### config.mk
export PLATFORM = sky130hd
export DESIGN_NAME = cla_pipe_flat
export DESIGN_NICKNAME = d
export VERILOG_FILES = /design/src/rtl/cla_pipe_if.sv /design/src/rtl/cla_pipe.sv /design/src/flat_wrapper.sv
export SDC_FILE = /design/constraint.sdc
export NUM_CORES = 1
export LEC_CHECK = 0
export ABC_AREA = 1
export CAP_MARGIN = 25
export CORE_MARGIN = 2
export CORE_UTILIZATION = 31
export CTS_BUF_LIST = sky130_fd_sc_hd__clkbuf_8
export CTS_CLUSTER_SIZE = 24
export DETAILED_ROUTE_END_ITERATION = 12
export PLACE_DENSITY = 0.55
export SYNTH_ARGS = -nofsm -noshare
export SYNTH_HDL_FRONTEND = slang
export SYNTH_SLANG_ARGS = --single-unit
### constraint.sdc
create_clock -name CLK_in -period 2.32 [get_ports CLK_in]
set_clock_uncertainty 0.1 [all_clocks]
set_input_delay 0.58 -clock CLK_in [delete_from_list [all_inputs] [get_ports CLK_in]]
set_output_delay 0.58 -clock CLK_in [all_outputs]
set_load 0.005 [all_outputs]
### src/rtl/cla_pipe_if.sv
// Operand/result handshake bundle for the pipelined carry-lookahead adder.
interface cla_pipe_if #(
   parameter int unsigned WIDTH = 32
);
   logic             VALID_in;
   logic             READY_out;
   logic [WIDTH-1:0] A_in;
   logic [WIDTH-1:0] B_in;
   logic             C_in;
   logic             SUB_in;
   logic [WIDTH-1:0] S_out;
   logic             C_out;
   logic             OVF_out;
   logic             VALID_out;
   logic             READY_in;

   modport master (
      output VALID_in, A_in, B_in, C_in, SUB_in, READY_in,
      input  READY_out, S_out, C_out, OVF_out, VALID_out
   );

   modport slave (
      input  VALID_in, A_in, B_in, C_in, SUB_in, READY_in,
      output READY_out, S_out, C_out, OVF_out, VALID_out
   );
endinterface

### src/rtl/cla_pipe.sv
// Pipelined adder/subtractor: one slice of 4-bit CLA groups per stage, operands skewed in
// and sums deskewed out so each result leaves in one beat.
module cla_pipe #(
   parameter int unsigned WIDTH  = 32,
   parameter int unsigned STAGES = 2
) (
   input logic       CLK_in,
   input logic       RSTn_in,
   cla_pipe_if.slave bus
);
   localparam int unsigned SW = WIDTH / STAGES;
   localparam int unsigned NG = SW / 4;

   // Returns {carry into slice MSB, carry out of slice, slice sum}.
   function automatic logic [SW+1:0] cla_slice(input logic [SW-1:0] a, input logic [SW-1:0] b,
                                                input logic cin);
      logic [SW-1:0] g, p;
      logic [NG-1:0] gg, gp;
      logic [NG:0]   gc;
      logic [SW:0]   c;
      logic          t;
      g = a & b;
      p = a ^ b;
      for (int n = 0; n < NG; n++) begin
         gg[n] = g[4*n+3] | (p[4*n+3] & g[4*n+2]) | (p[4*n+3] & p[4*n+2] & g[4*n+1])
               | (p[4*n+3] & p[4*n+2] & p[4*n+1] & g[4*n]);
         gp[n] = &p[4*n +: 4];
      end
      // Flat sum-of-products lookahead across groups; t is the running propagate product.
      gc[0] = cin;
      for (int n = 1; n <= NG; n++) begin
         gc[n] = 1'b0;
         t     = 1'b1;
         for (int j = n - 1; j >= 0; j--) begin
            gc[n] = gc[n] | (t & gg[j]);
            t     = t & gp[j];
         end
         gc[n] = gc[n] | (t & cin);
      end
      for (int n = 0; n < NG; n++) begin
         c[4*n]   = gc[n];
         c[4*n+1] = g[4*n] | (p[4*n] & gc[n]);
         c[4*n+2] = g[4*n+1] | (p[4*n+1] & g[4*n]) | (p[4*n+1] & p[4*n] & gc[n]);
         c[4*n+3] = g[4*n+2] | (p[4*n+2] & g[4*n+1]) | (p[4*n+2] & p[4*n+1] & g[4*n])
                  | (p[4*n+2] & p[4*n+1] & p[4*n] & gc[n]);
      end
      c[SW] = gc[NG];
      return {c[SW-1], c[SW], p ^ c[SW-1:0]};
   endfunction

   logic [STAGES-1:0]             valid_q, carry_q;
   logic [STAGES-1:0][WIDTH-1:0]  a_q, b_q, sum_q;
   logic                          ovf_q;

   logic [STAGES-1:0]             in_v, in_c;
   logic [STAGES-1:0][WIDTH-1:0]  in_a, in_b, in_sum, nxt_sum;
   logic [STAGES-1:0][SW+1:0]     res;
   logic                          advance;

   assign advance = ~valid_q[STAGES-1] | bus.READY_in;

   always_comb begin
      in_v   = '0;
      in_c   = '0;
      in_a   = '0;
      in_b   = '0;
      in_sum = '0;
      // Subtraction folds into the adder as A + ~B + ~borrow.
      in_v[0] = bus.VALID_in;
      in_a[0] = bus.A_in;
      in_b[0] = bus.SUB_in ? ~bus.B_in : bus.B_in;
      in_c[0] = bus.C_in ^ bus.SUB_in;
      for (int k = 1; k < STAGES; k++) begin
         in_v[k]   = valid_q[k-1];
         in_a[k]   = a_q[k-1];
         in_b[k]   = b_q[k-1];
         in_c[k]   = carry_q[k-1];
         in_sum[k] = sum_q[k-1];
      end
      for (int k = 0; k < STAGES; k++) begin
         res[k]                 = cla_slice(in_a[k][k*SW +: SW], in_b[k][k*SW +: SW], in_c[k]);
         nxt_sum[k]             = in_sum[k];
         nxt_sum[k][k*SW +: SW] = res[k][SW-1:0];
      end
   end

   // Invalid slots carry zeroed results so the output reads 0 whenever VALID_out is low.
   always_ff @(posedge CLK_in or negedge RSTn_in) begin
      if (!RSTn_in) begin
         valid_q <= '0;
         carry_q <= '0;
         a_q     <= '0;
         b_q     <= '0;
         sum_q   <= '0;
         ovf_q   <= 1'b0;
      end else if (advance) begin
         valid_q <= in_v;
         a_q     <= in_a;
         b_q     <= in_b;
         for (int k = 0; k < STAGES; k++) begin
            sum_q[k]   <= in_v[k] ? nxt_sum[k] : '0;
            carry_q[k] <= in_v[k] & res[k][SW];
         end
         ovf_q <= in_v[STAGES-1] & (res[STAGES-1][SW+1] ^ res[STAGES-1][SW]);
      end
   end

   assign bus.READY_out = advance;
   assign bus.VALID_out = valid_q[STAGES-1];
   assign bus.S_out     = sum_q[STAGES-1];
   assign bus.C_out     = carry_q[STAGES-1];
   assign bus.OVF_out   = ovf_q;

   // Last-stage operand copies and intermediate MSB carries have no reader.
   logic unused_bits;
   assign unused_bits = ^{a_q[STAGES-1], b_q[STAGES-1], res};
endmodule
### src/flat_wrapper.sv
// flat-port wrapper written by rule: the top's interface ports become plain ports
module cla_pipe_flat 
#(
   parameter int unsigned WIDTH  = 32,
   parameter int unsigned STAGES = 2
)
  (CLK_in, RSTn_in, bus_VALID_in, bus_A_in, bus_B_in, bus_C_in, bus_SUB_in, bus_READY_in, bus_READY_out, bus_S_out, bus_C_out, bus_OVF_out, bus_VALID_out);
  cla_pipe_if #(.WIDTH(WIDTH)) bus_i ();
  input logic CLK_in;
  input logic RSTn_in;
  input wire logic [$bits(bus_i.VALID_in)-1:0] bus_VALID_in;
  input wire logic [$bits(bus_i.A_in)-1:0] bus_A_in;
  input wire logic [$bits(bus_i.B_in)-1:0] bus_B_in;
  input wire logic [$bits(bus_i.C_in)-1:0] bus_C_in;
  input wire logic [$bits(bus_i.SUB_in)-1:0] bus_SUB_in;
  input wire logic [$bits(bus_i.READY_in)-1:0] bus_READY_in;
  output wire logic [$bits(bus_i.READY_out)-1:0] bus_READY_out;
  output wire logic [$bits(bus_i.S_out)-1:0] bus_S_out;
  output wire logic [$bits(bus_i.C_out)-1:0] bus_C_out;
  output wire logic [$bits(bus_i.OVF_out)-1:0] bus_OVF_out;
  output wire logic [$bits(bus_i.VALID_out)-1:0] bus_VALID_out;
  assign bus_i.VALID_in = bus_VALID_in;
  assign bus_i.A_in = bus_A_in;
  assign bus_i.B_in = bus_B_in;
  assign bus_i.C_in = bus_C_in;
  assign bus_i.SUB_in = bus_SUB_in;
  assign bus_i.READY_in = bus_READY_in;
  assign bus_READY_out = bus_i.READY_out;
  assign bus_S_out = bus_i.S_out;
  assign bus_C_out = bus_i.C_out;
  assign bus_OVF_out = bus_i.OVF_out;
  assign bus_VALID_out = bus_i.VALID_out;
  cla_pipe #(.WIDTH(WIDTH), .STAGES(STAGES)) u_core (.CLK_in(CLK_in), .RSTn_in(RSTn_in), .bus(bus_i));
endmodule
# Word level (Yosys, flattened, before mapping)
# Index checks and enable logic that the tools add are counted.
# W data, S select, Z words.
[totals] ramBits=0 output_inout_bits=36 register_bits=117 rom_bits=0 latch_bits=0 input_bits=70 mem_count=0 wordCells=268
[op_classes] n_bitwise=250 div_mod_pow=0 shift=0 magnitude_cmp=0 muxes=3 mul=0 addsub=0 reduce_logical=8 eq_ne=0
[op_table] cell="$and A1 B1 Y1" count=147
[op_table] cell="$or A1 B1 Y1" count=93
[op_table] cell="$mux W32" count=2
[op_table] cell="$xor A16 B16 Y16" count=4
[op_table] cell="$and A16 B16 Y16" count=2
[op_table] cell="$not A32 Y32" count=1
[op_table] cell="$reduce_and A4 Y1" count=8
[op_table] cell="$mux W16" count=1
[op_table] cell="$xor A1 B1 Y1" count=2
[op_table] cell="$not A1 Y1" count=1

# Longest topological paths before layout
# Gate-level depths: netlist (run 1).
[depth] ltp_word=15 mapped_depth=16 depth_no_buf=14

# Worst setup path after synthesis (run 1)
# OpenSTA, ideal clock, no wires.
[synth_timing] path_kind="input to register" startpoint="in bus_SUB_in" endpoint="reg u_core.sum_q, in the netlist u_core.in_sum[45]" arrival_time_ns=2.659 cell_stages=15 setup_ns=0.132 t_required_ns=2.088 n_path_buf=2 setup_slack_ns=-0.571 cell_sequence="buf_4 buf_2 xnor2_1 inv_1 ha_1 nand2_1 nor2_2 inv_1 nor2_2 nand3_1 nand2_2 inv_1 fa_1 xor2_1 o22ai_1"
[synth_via] elab_chain_cells=14 elab_cells_between_ends=43 classes_between="mux (2); bitwise (38); reduce/logical (3)"
[synth_lines] element="from (decl)" line="flat_wrapper.sv:15" text="input wire logic [$bits(bus_i.SUB_in)-1:0] bus_SUB_in;"
[synth_lines] element="$mux W32" line="cla_pipe.sv:71" text="in_b[0] = bus.SUB_in ? ~bus.B_in : bus.B_in;"
[synth_lines] element="$xor A16 B16 Y16 or $and A16 B16 Y16 (tied branches)" line="cla_pipe.sv:23, cla_pipe.sv:22"
[synth_lines] element="$and A1 B1 Y1 (on tied branches)" line="cla_pipe.sv:25, cla_pipe.sv:26"
[synth_lines] element="$or A1 B1 Y1 (tied with other cells)" line="cla_pipe.sv:25" text="gg[n] = g[4*n+3] | (p[4*n+3] & g[4*n+2]) | (p[4*n+3] & p[4*n+2] & g[4*n+1])"
[synth_lines] element="$or A1 B1 Y1 or $and A1 B1 Y1 (tied branches)" line="cla_pipe.sv:25, cla_pipe.sv:26"
[synth_lines] element="$or A1 B1 Y1" line="cla_pipe.sv:26" text="| (p[4*n+3] & p[4*n+2] & p[4*n+1] & g[4*n]);"
[synth_lines] element="$and A1 B1 Y1" line="cla_pipe.sv:35" text="gc[n] = gc[n] | (t & gg[j]);"
[synth_lines] element="$or A1 B1 Y1 (2 in series)" line="cla_pipe.sv:35"
[synth_lines] element="$or A1 B1 Y1" line="cla_pipe.sv:38" text="gc[n] = gc[n] | (t & cin);"
[synth_lines] element="$and A1 B1 Y1" line="cla_pipe.sv:42" text="c[4*n+1] = g[4*n] | (p[4*n] & gc[n]);"
[synth_lines] element="$or A1 B1 Y1" line="cla_pipe.sv:42"
[synth_lines] element="$xor A16 B16 Y16 *" line="cla_pipe.sv:48" text="return {c[SW-1], c[SW], p ^ c[SW-1:0]};"
[synth_lines] element="$mux W16 *" line="cla_pipe.sv:101" text="sum_q[k] <= in_v[k] ? nxt_sum[k] : '0;"
[synth_lines] element="to (signal, indexed assignment)" line="cla_pipe.sv:101"
[synth_lines] element="to (decl)" line="cla_pipe.sv:52" text="logic [STAGES-1:0][WIDTH-1:0] a_q, b_q, sum_q;"
# Mark *: on every way between the ends. The rest lies on a longest branch, timed or not.
# A chain may end at the register's enable or synchronous reset.

# Worst setup path after layout (run 1)
[layout_timing] startpoint="in bus_A_in[1]" endpoint="reg u_core.sum_q, in the netlist u_core.in_sum[44]"
[layout_via] elab_chain_cells=9 elab_cells_between_ends=15 classes_between="mux (1); bitwise (13); reduce/logical (1)"
[layout_lines] element="from (decl)" line="flat_wrapper.sv:12" text="input wire logic [$bits(bus_i.A_in)-1:0] bus_A_in;"
[layout_lines] element="$and A16 B16 Y16 or $xor A16 B16 Y16 (tied branches)" line="cla_pipe.sv:22, cla_pipe.sv:23"
[layout_lines] element="$and A1 B1 Y1 (on tied branches)" line="cla_pipe.sv:25, cla_pipe.sv:26"
[layout_lines] element="$or A1 B1 Y1 or $and A1 B1 Y1 (tied branches)" line="cla_pipe.sv:25, cla_pipe.sv:26"
[layout_lines] element="$or A1 B1 Y1" line="cla_pipe.sv:26"
[layout_lines] element="$and A1 B1 Y1" line="cla_pipe.sv:35"
[layout_lines] element="$or A1 B1 Y1" line="cla_pipe.sv:35"
[layout_lines] element="$or A1 B1 Y1 *" line="cla_pipe.sv:38"
[layout_lines] element="$xor A16 B16 Y16 *" line="cla_pipe.sv:48"
[layout_lines] element="$mux W16 *" line="cla_pipe.sv:101"
# Marks and branches as above.

==> results of run 1 <==
## sequential cells by signal, indices dropped and copies added (netlist names)
signal and flops:
u_core.a_q 16, u_core.b_q 16, u_core.bus.OVF_out 1, u_core.bus.S_out 32, u_core.carry_q 2, u_core.in_sum 16
u_core.valid_q 2
## worst max path at each step
| stage | startpoint | end |
|---|---|---|
| global placement | bus_B_in[4] | u_core.in_sum[44]$_DFFE_PN0P_ |
| detailed placement | bus_B_in[4] | u_core.in_sum[45]$_DFFE_PN0P_ |
| finish | bus_A_in[1] | u_core.in_sum[44]$_DFFE_PN0P_ |
| global route | bus_B_in[6] | u_core.in_sum[40]$_DFFE_PN0P_ |
| CTS | bus_SUB_in | u_core.in_sum[45]$_DFFE_PN0P_ |
| floorplan | bus_SUB_in | u_core.in_sum[44]$_DFFE_PN0P_ |
## cells in the final DEF (no fill, tap or decap), types with 11 or more instances in the layout
cell             count
dfrtp_1             85
buf_4               72
xnor2_1             19
a21oi_1             14
nand2_2             19
ha_4                19
o21ai_0             44
ha_1                13
nand2_1            178
clkdlybuf4s50_1     82
nor2_1              21
xor2_1              11
dlygate4sd2_1       12
inv_1               59
nand3_1             23
## final cells by class
cell class              count  area (um^2)  area share, %
repair buffers            182         1690           22.3
flip-flops and latches     85         2130           28.0
inverters                  67          251           3.31
well taps                 216          270           3.56
clock inverters             7         97.6           1.29
multi-input cells         445         3030           39.9
clock buffers               9          124           1.63
## critical path, stage by stage
cell and delay [ps]:
clkdlybuf4s50_1 470, ha_4 310, nand2_2 90, o21ai_4 180
nand3_2 100, nand2_2 80, inv_2 40, fa_2 520
o22ai_2 60
## metal layers
layer  wire length, um  global-route usage (%)
met5                 0                       0
met4               248                    5.19
met3               556                    3.04
met2              6640                    25.7
met1              6350                    20.4
## power groups by stage
stage	Combinational (mW)	Clock, mW	Sequential [mW]
after floorplan	1.09	0	1.93
after global placement	1.96	0	1.97
after detailed placement	1.99	0	1.97
after CTS	2.08	1.21	1.94
after global routing	2.47	1.26	1.99
final	2.22	1.17	1.96
## cell families after synthesis
kind of cell	Yosys count
flip-flops	85
AND/OR/NAND/NOR	270
adder cells (fa/ha/maj)	40
buffers and inverters	86
AO/OA/AOI/OAI	95
XOR/XNOR	40
## repair_timing
item | CTS | global route
gates resized for setup | 44 | 54
hold buffers | 0 | 0
hold endpoints to repair | 0 | 0
buffers inserted | 12 | 4
cloned | 0 | 1
setup endpoints to repair | 10 | 10
pin swaps | 37 | 19
## stage by stage
step / hold WS [ps] / instance area [um^2] / power (mW) / instances / setup WS [ps]
2_1_floorplan: 184 / 5130 / 3.02 / 616 / -365
3_3_place_gp: 359 / 6780 / 3.92 / 978 / -726
3_5_place_dp: 367 / 6780 / 3.96 / 978 / -801
4_1_cts: 51.3 / 7180 / 5.22 / 1006 / -7.18
5_1_grt: 71.5 / 7590 / 5.73 / 1011 / -17.7
6_report: 60.9 / 7590 / 5.35 / 1011 / 40.1
==> metrics.txt, run 1 <==
H-Tree Depth 3; clk sinks 85; required time of the critical path approximately 2500 ps; post-synthesis simple-gate area fraction 22.4%; top cell type's share of synthesized area 42.0%; drt pass-1 iters 6; switching power roughly 1.8 mW; post-synth cell types 34; CTS Buf Count 9; Mean Syn Cell Area slightly above 8 um^2; die width 132 um; DR vias 4,599; Max Cap Viol 0; initial antenna violation count 0; largest net degree at the start of global routing 52; internal power 3.52 mW; crit path DAT between 2000 and 2500 ps; clock-pin slew on the worst setup and hold paths 90 ps; Global Route Usage Sum 15.5%; Final #Nets 900; largest family of logic cells by synthesized area simple AND/OR/NAND/NOR gates; flop2flop setup slack 180 ps; fin util 47.6%; result of the run complete, no violations; Least-Margin Pin Slew ~460 ps; top post-synthesis cells by count 189 x nand2_1, 85 x dfrtp_1, 64 x inv_1; worst skew pair latency around 360 ps; Clk pwr share 21.9%; PD cells slightly above 700 nW/um^2; WL final roughly 14,000 um; mux contribution to synthesized area 0%; final hold violations 0; kind of critical path in2reg; Layout Area Growth over Synthesis 49.9%; ant diodes 0; Longest Clk Path Bufs 2; CTS root buf clkbuf_8; first-pass GRT wire length 22,000 um; initial core utilization 31.8%; Slew headroom 69.5%; antenna-violating nets left 0; IO Port Bufs 105; XOR/XNOR Fraction of Synth Area 6.92%; worst vdd ir about 0.24 mV; Startpoint Class input port; ratio of final minimum period to clock period 98.3%; share of cells above drive strength 1 22.4%; post-synthesis compound-gate area fraction 10.8%; minimum clock period 2280 ps; Max Transition Viols Final 0; Final setup viols 0; vias in the first global route 4,602; HPWL Detailed 9890 um; Top Ports 106; Routability Congestion 0.882; Sequential Power Share 36.7%; register area share after synthesis about 42%; die height approximately 130 um; Area contributors post-synth dfrtp_1 42%, nand2_1 14%, ha_1 7.9%, inv_1 4.7%, o21ai_0 4.5%; mapped cell area approximately 5000 um^2; dominant cell by count in the synthesized netlist nand2_1; Residual DRC 0; initial DRC count 183; Comb pwr share 41.4%; Crit Path Max Fanout 4; count of flip-flops with a built-in enable after synthesis 0; Syn Nets 726; worst reg2reg path depth 9; Overflow after GRT 0; CTS tree yes; Worst Hold Class in2async; cell count after synthesis 616; Die Area 17,400 um^2; Worst R2R End u_core.bus.S_out[28]$_DFFE_PN0P_; Syn. warnings 0; Worst setup EP type flop; Synth async-reset ratio 100%; unrepaired setup endpoints after global routing true; Rows between 40 and 50; Yosys top cell by area dfrtp_1; final setup TNS 0 ps; Core ar. 15,900 um^2; worst r2r src u_core.b_q[16]$_DFFE_PN0P_; Fill cells 1,528; Leak 3.60 nW; commonest register cell after synthesis dfrtp_1; DR WL/cell 13.6 um; Sw Share 34.2%; synthesized flop and latch total 85; Post-Synth Adder-Cell Area 11.1%; via/cell ratio 4.55; Max Clock Freq ~0.44 GHz
Power figures use the tool's default switching activity.
==> run 2: changes to the inputs <==
--- a/config.mk
+++ b/config.mk
@@ -12,6 +12,7 @@
 export CTS_BUF_LIST = sky130_fd_sc_hd__clkbuf_8
 export CTS_CLUSTER_SIZE = 24
 export DETAILED_ROUTE_END_ITERATION = 12
+export GPL_ROUTABILITY_DRIVEN = 0
 export PLACE_DENSITY = 0.55
 export SYNTH_ARGS = -nofsm -noshare
 export SYNTH_HDL_FRONTEND = slang
==> results of run 2 <==
The final DEF is identical to that of run 1; final timing and power are the same.
==> run 3: changes to the inputs <==
--- a/config.mk
+++ b/config.mk
@@ -13,6 +13,7 @@
 export CTS_CLUSTER_SIZE = 24
 export DETAILED_ROUTE_END_ITERATION = 12
 export GPL_ROUTABILITY_DRIVEN = 0
+export GPL_TIMING_DRIVEN = 0
 export PLACE_DENSITY = 0.55
 export SYNTH_ARGS = -nofsm -noshare
 export SYNTH_HDL_FRONTEND = slang
==> run 3 against run 2 <==
Against the previous run:
- the flow now finishes with violations (negative setup slack)
- die area unchanged
- clock-buffer cell count unchanged
- global-route usage up 1.6 points
- hold slack better by 20 ps
- combinational power down 4%
- cell area down 4.4%
- critical endpoint unchanged
==> metrics.txt, run 3 (same netlist as run 1, synthesis figures left out) <==
cell area after layout 7250 um^2 (was 7590 um^2); max reg flops 32 (unchanged); switching power 1.83 mW (about the same); Longest Clk Path Bufs 2 (unchanged); Layout Area Growth over Synthesis 43.3% (was 49.9%); Overflow after GRT 0 (unchanged); hold buffer count at cts 0 (unchanged); Final #Nets 873 (was 900); Sequential Power Share 37.4% (was 36.7%); Max Transition Viols Final 0 (unchanged); internal power 3.41 mW (was 3.52 mW); kind of critical path in2reg (unchanged); DR vias 4,558 (was 4,599); share of cells above drive strength 1 17.8% (was 22.4%); crit path DAT 2490 ps (was 2430 ps); commonest non-fill, non-tap cells in the layout 179 x nand2_1, 90 x clkdlybuf4s50_1, 85 x dfrtp_1 (was 178 x nand2_1, 85 x dfrtp_1, 82 x clkdlybuf4s50_1); minimum clock period 2350 ps (was 2280 ps); Core ar. 15,900 um^2 (unchanged); CTS Buf Count 9 (unchanged); CTS root buf clkbuf_8 (unchanged); commonest non-fill, non-tap cell in the layout nand2_1 (unchanged); initial antenna violation count 0 (unchanged); IO Port Bufs 104 (was 105); DR WL/cell 15.0 um (was 13.6 um); initial core utilization 31.8% (unchanged); H-Tree Depth 3 (unchanged); critical-path cell list clkdlybuf4s50_1 -> ha_4 -> buf_6 -> nand2_1 -> nand2_1 -> nand2_1 -> nand2_2 -> a21oi_2 -> nand2_2 -> inv_2 -> fa_2 -> o22ai_2 (was clkdlybuf4s50_1 -> ha_4 -> nand2_2 -> o21ai_4 -> nand3_2 -> nand2_2 -> inv_2 -> fa_2 -> o22ai_2); Worst setup EP type flop (unchanged); ratio of final minimum period to clock period 101% (was 98.3%); result of the run finished with violations (was complete, no violations); Least-Margin Pin Slew 585 ps (was 458 ps); WL final 14,700 um (was 13,800 um); clk sinks 85 (unchanged); Rows 46 (unchanged); Worst Path Buf+Inv 3 (was 2); worst reg2reg path depth 9 (unchanged); clock-pin slew on the worst setup and hold paths 90 ps (about the same); Sw Share 34.9% (was 34.2%); first-pass GRT wire length 23,400 um (was 22,000 um); via/cell ratio 4.63 (was 4.55); Max Cap Viol 0 (unchanged); Comb pwr share 40.6% (was 41.4%); failing checks negative setup slack; Die Area 17,400 um^2 (unchanged); final hold violations 0 (unchanged); Worst path slowest cell fa_2 (unchanged); Post-DP Area 6470 um^2 (was 6780 um^2); Top Ports 106 (unchanged); PD cells 722 nW/um^2 (was 705 nW/um^2); worst vdd ir 0.268 mV (was 0.238 mV); drt pass-1 iters 4 (was 6); largest net degree at the start of global routing 48 (was 52); die width 132 um (unchanged); Worst path depth 12 (was 9); Most Frequent Cell on Critical Path nand2_1 (was nand2_2); antenna-violating nets left 0 (unchanged); Clk pwr share 22.0% (was 21.9%); Slew headroom 61.0% (was 69.5%); HPWL Detailed 10,700 um (was 9890 um); Leak 3.38 nW (was 3.60 nW); worst skew pair latency 360 ps (about the same); Worst Hold Class in2async (unchanged); vias in the first global route 4,740 (was 4,602); Final WS setup -31.7 ps (was 40.1 ps); Global Route Usage Sum 17.1% (was 15.5%); initial DRC count 305 (was 183); Final setup viols 3 (was 0); final setup TNS -68.8 ps (was 0 ps); Crit Path Max Fanout 2 (was 4); crit-path max cell delay 520 ps (about the same); unrepaired setup endpoints after global routing true (unchanged); Max Clock Freq 0.425 GHz (was 0.439 GHz); Fill cells 1,554 (was 1,528); die height 132 um (unchanged); Startpoint Class input port (unchanged); ant diodes 0 (unchanged); CTS tree yes (unchanged); Residual DRC 0 (unchanged); Crit path max-delay family adder cells (unchanged); required time of the critical path 2460 ps (was 2470 ps)
run 3: cell count changes in the layout (fill, tap and decap cells not counted), moves of 3 or more:
cell             delta
buf_4              -39
buf_2               +8
clkdlybuf4s50_1     +8
dlymetal6s2s_1      -7
ha_4                -7
clkbuf_1            +6
ha_1                +6
xor2_1              +4
xor2_2              -4
nand2_2             -3
run 3: worst paths after layout:
check | from | to | slack [ps]
setup reg to reg | u_core.b_q[27]$_DFFE_PN0P_ | u_core.bus.S_out[28]$_DFFE_PN0P_ | 120
min in group CLK_in | u_core.valid_q[0]$_DFFE_PN0P_ | u_core.valid_q[1]$_DFFE_PN0P_ | 380
max in group asynchronous | RSTn_in | u_core.in_sum[37]$_DFFE_PN0P_ | 1430
setup / recovery | bus_A_in[9] | u_core.in_sum[44]$_DFFE_PN0P_ | -30
hold / removal | RSTn_in | u_core.a_q[29]$_DFFE_PN0P_ | 80
hold reg to reg | u_core.valid_q[0]$_DFFE_PN0P_ | u_core.valid_q[1]$_DFFE_PN0P_ | 380
run 3: area by class of cell:
cell class / count / area (um^2) / share of cell area (%)
multi-input combinational: 445 / 2960 / 40.8
inverter: 67 / 254 / 3.50
sequential: 85 / 2130 / 29.3
tap: 216 / 270 / 3.73
clock buffer: 9 / 124 / 1.71
buffer: 18 / 145 / 2.00
timing repair buffer: 137 / 1290 / 17.7
clock inverter: 7 / 90.1 / 1.24
run 3: worst register-to-register path, delay by kind of cell, from the launching register on:
family,cells,cell delay [ps]
and+or+nand+nor,4,340
adders and majority gates,2,840
buffers and inverters,1,40
AOI/OAI and AO/OA,2,370
DFF,1,390
run 3: power by group through the flow:
stage | combinational (mW) | clock, mW | sequential [mW]
floorplan | 1.09 | 0 | 1.93
global placement | 1.81 | 0 | 1.97
detailed placement | 1.85 | 0 | 1.97
CTS | 1.99 | 1.17 | 1.94
global route | 2.38 | 1.25 | 1.99
finish | 2.13 | 1.15 | 1.96
run 3: what timing repair did:
action	in CTS	in global routing
hold endpoints to repair	0	0
gates cloned	0	0
setup buffers	23	9
pin swaps	39	25
endpoints found under the setup margin	11	13
gates resized for setup	50	39
run 3: per-layer routing:
layer	wire length [um]	vias to the layer above	share of wire, %	GRT usage (%)
met5	0	-	0	0
met4	287	0	2.0	4.65
met3	679	23	4.6	4.00
met2	7110	120	48	29.2
met1	6640	2137	45	21.8
li1	-	2278	-	-
run 3: per-stage QoR:
stage,power [mW],setup WS [ps],instances,hold slack [ps],utilization [%]
2_1_floorplan,3.02,-365,616,184,-
3_3_place_gp,3.78,-2540,936,361,40.4
3_5_place_dp,3.82,-846,937,362,40.6
4_1_cts,5.11,-40.0,976,103,43.9
5_1_grt,5.62,-129,984,120,45.5
6_report,5.24,-31.7,984,81.3,45.5
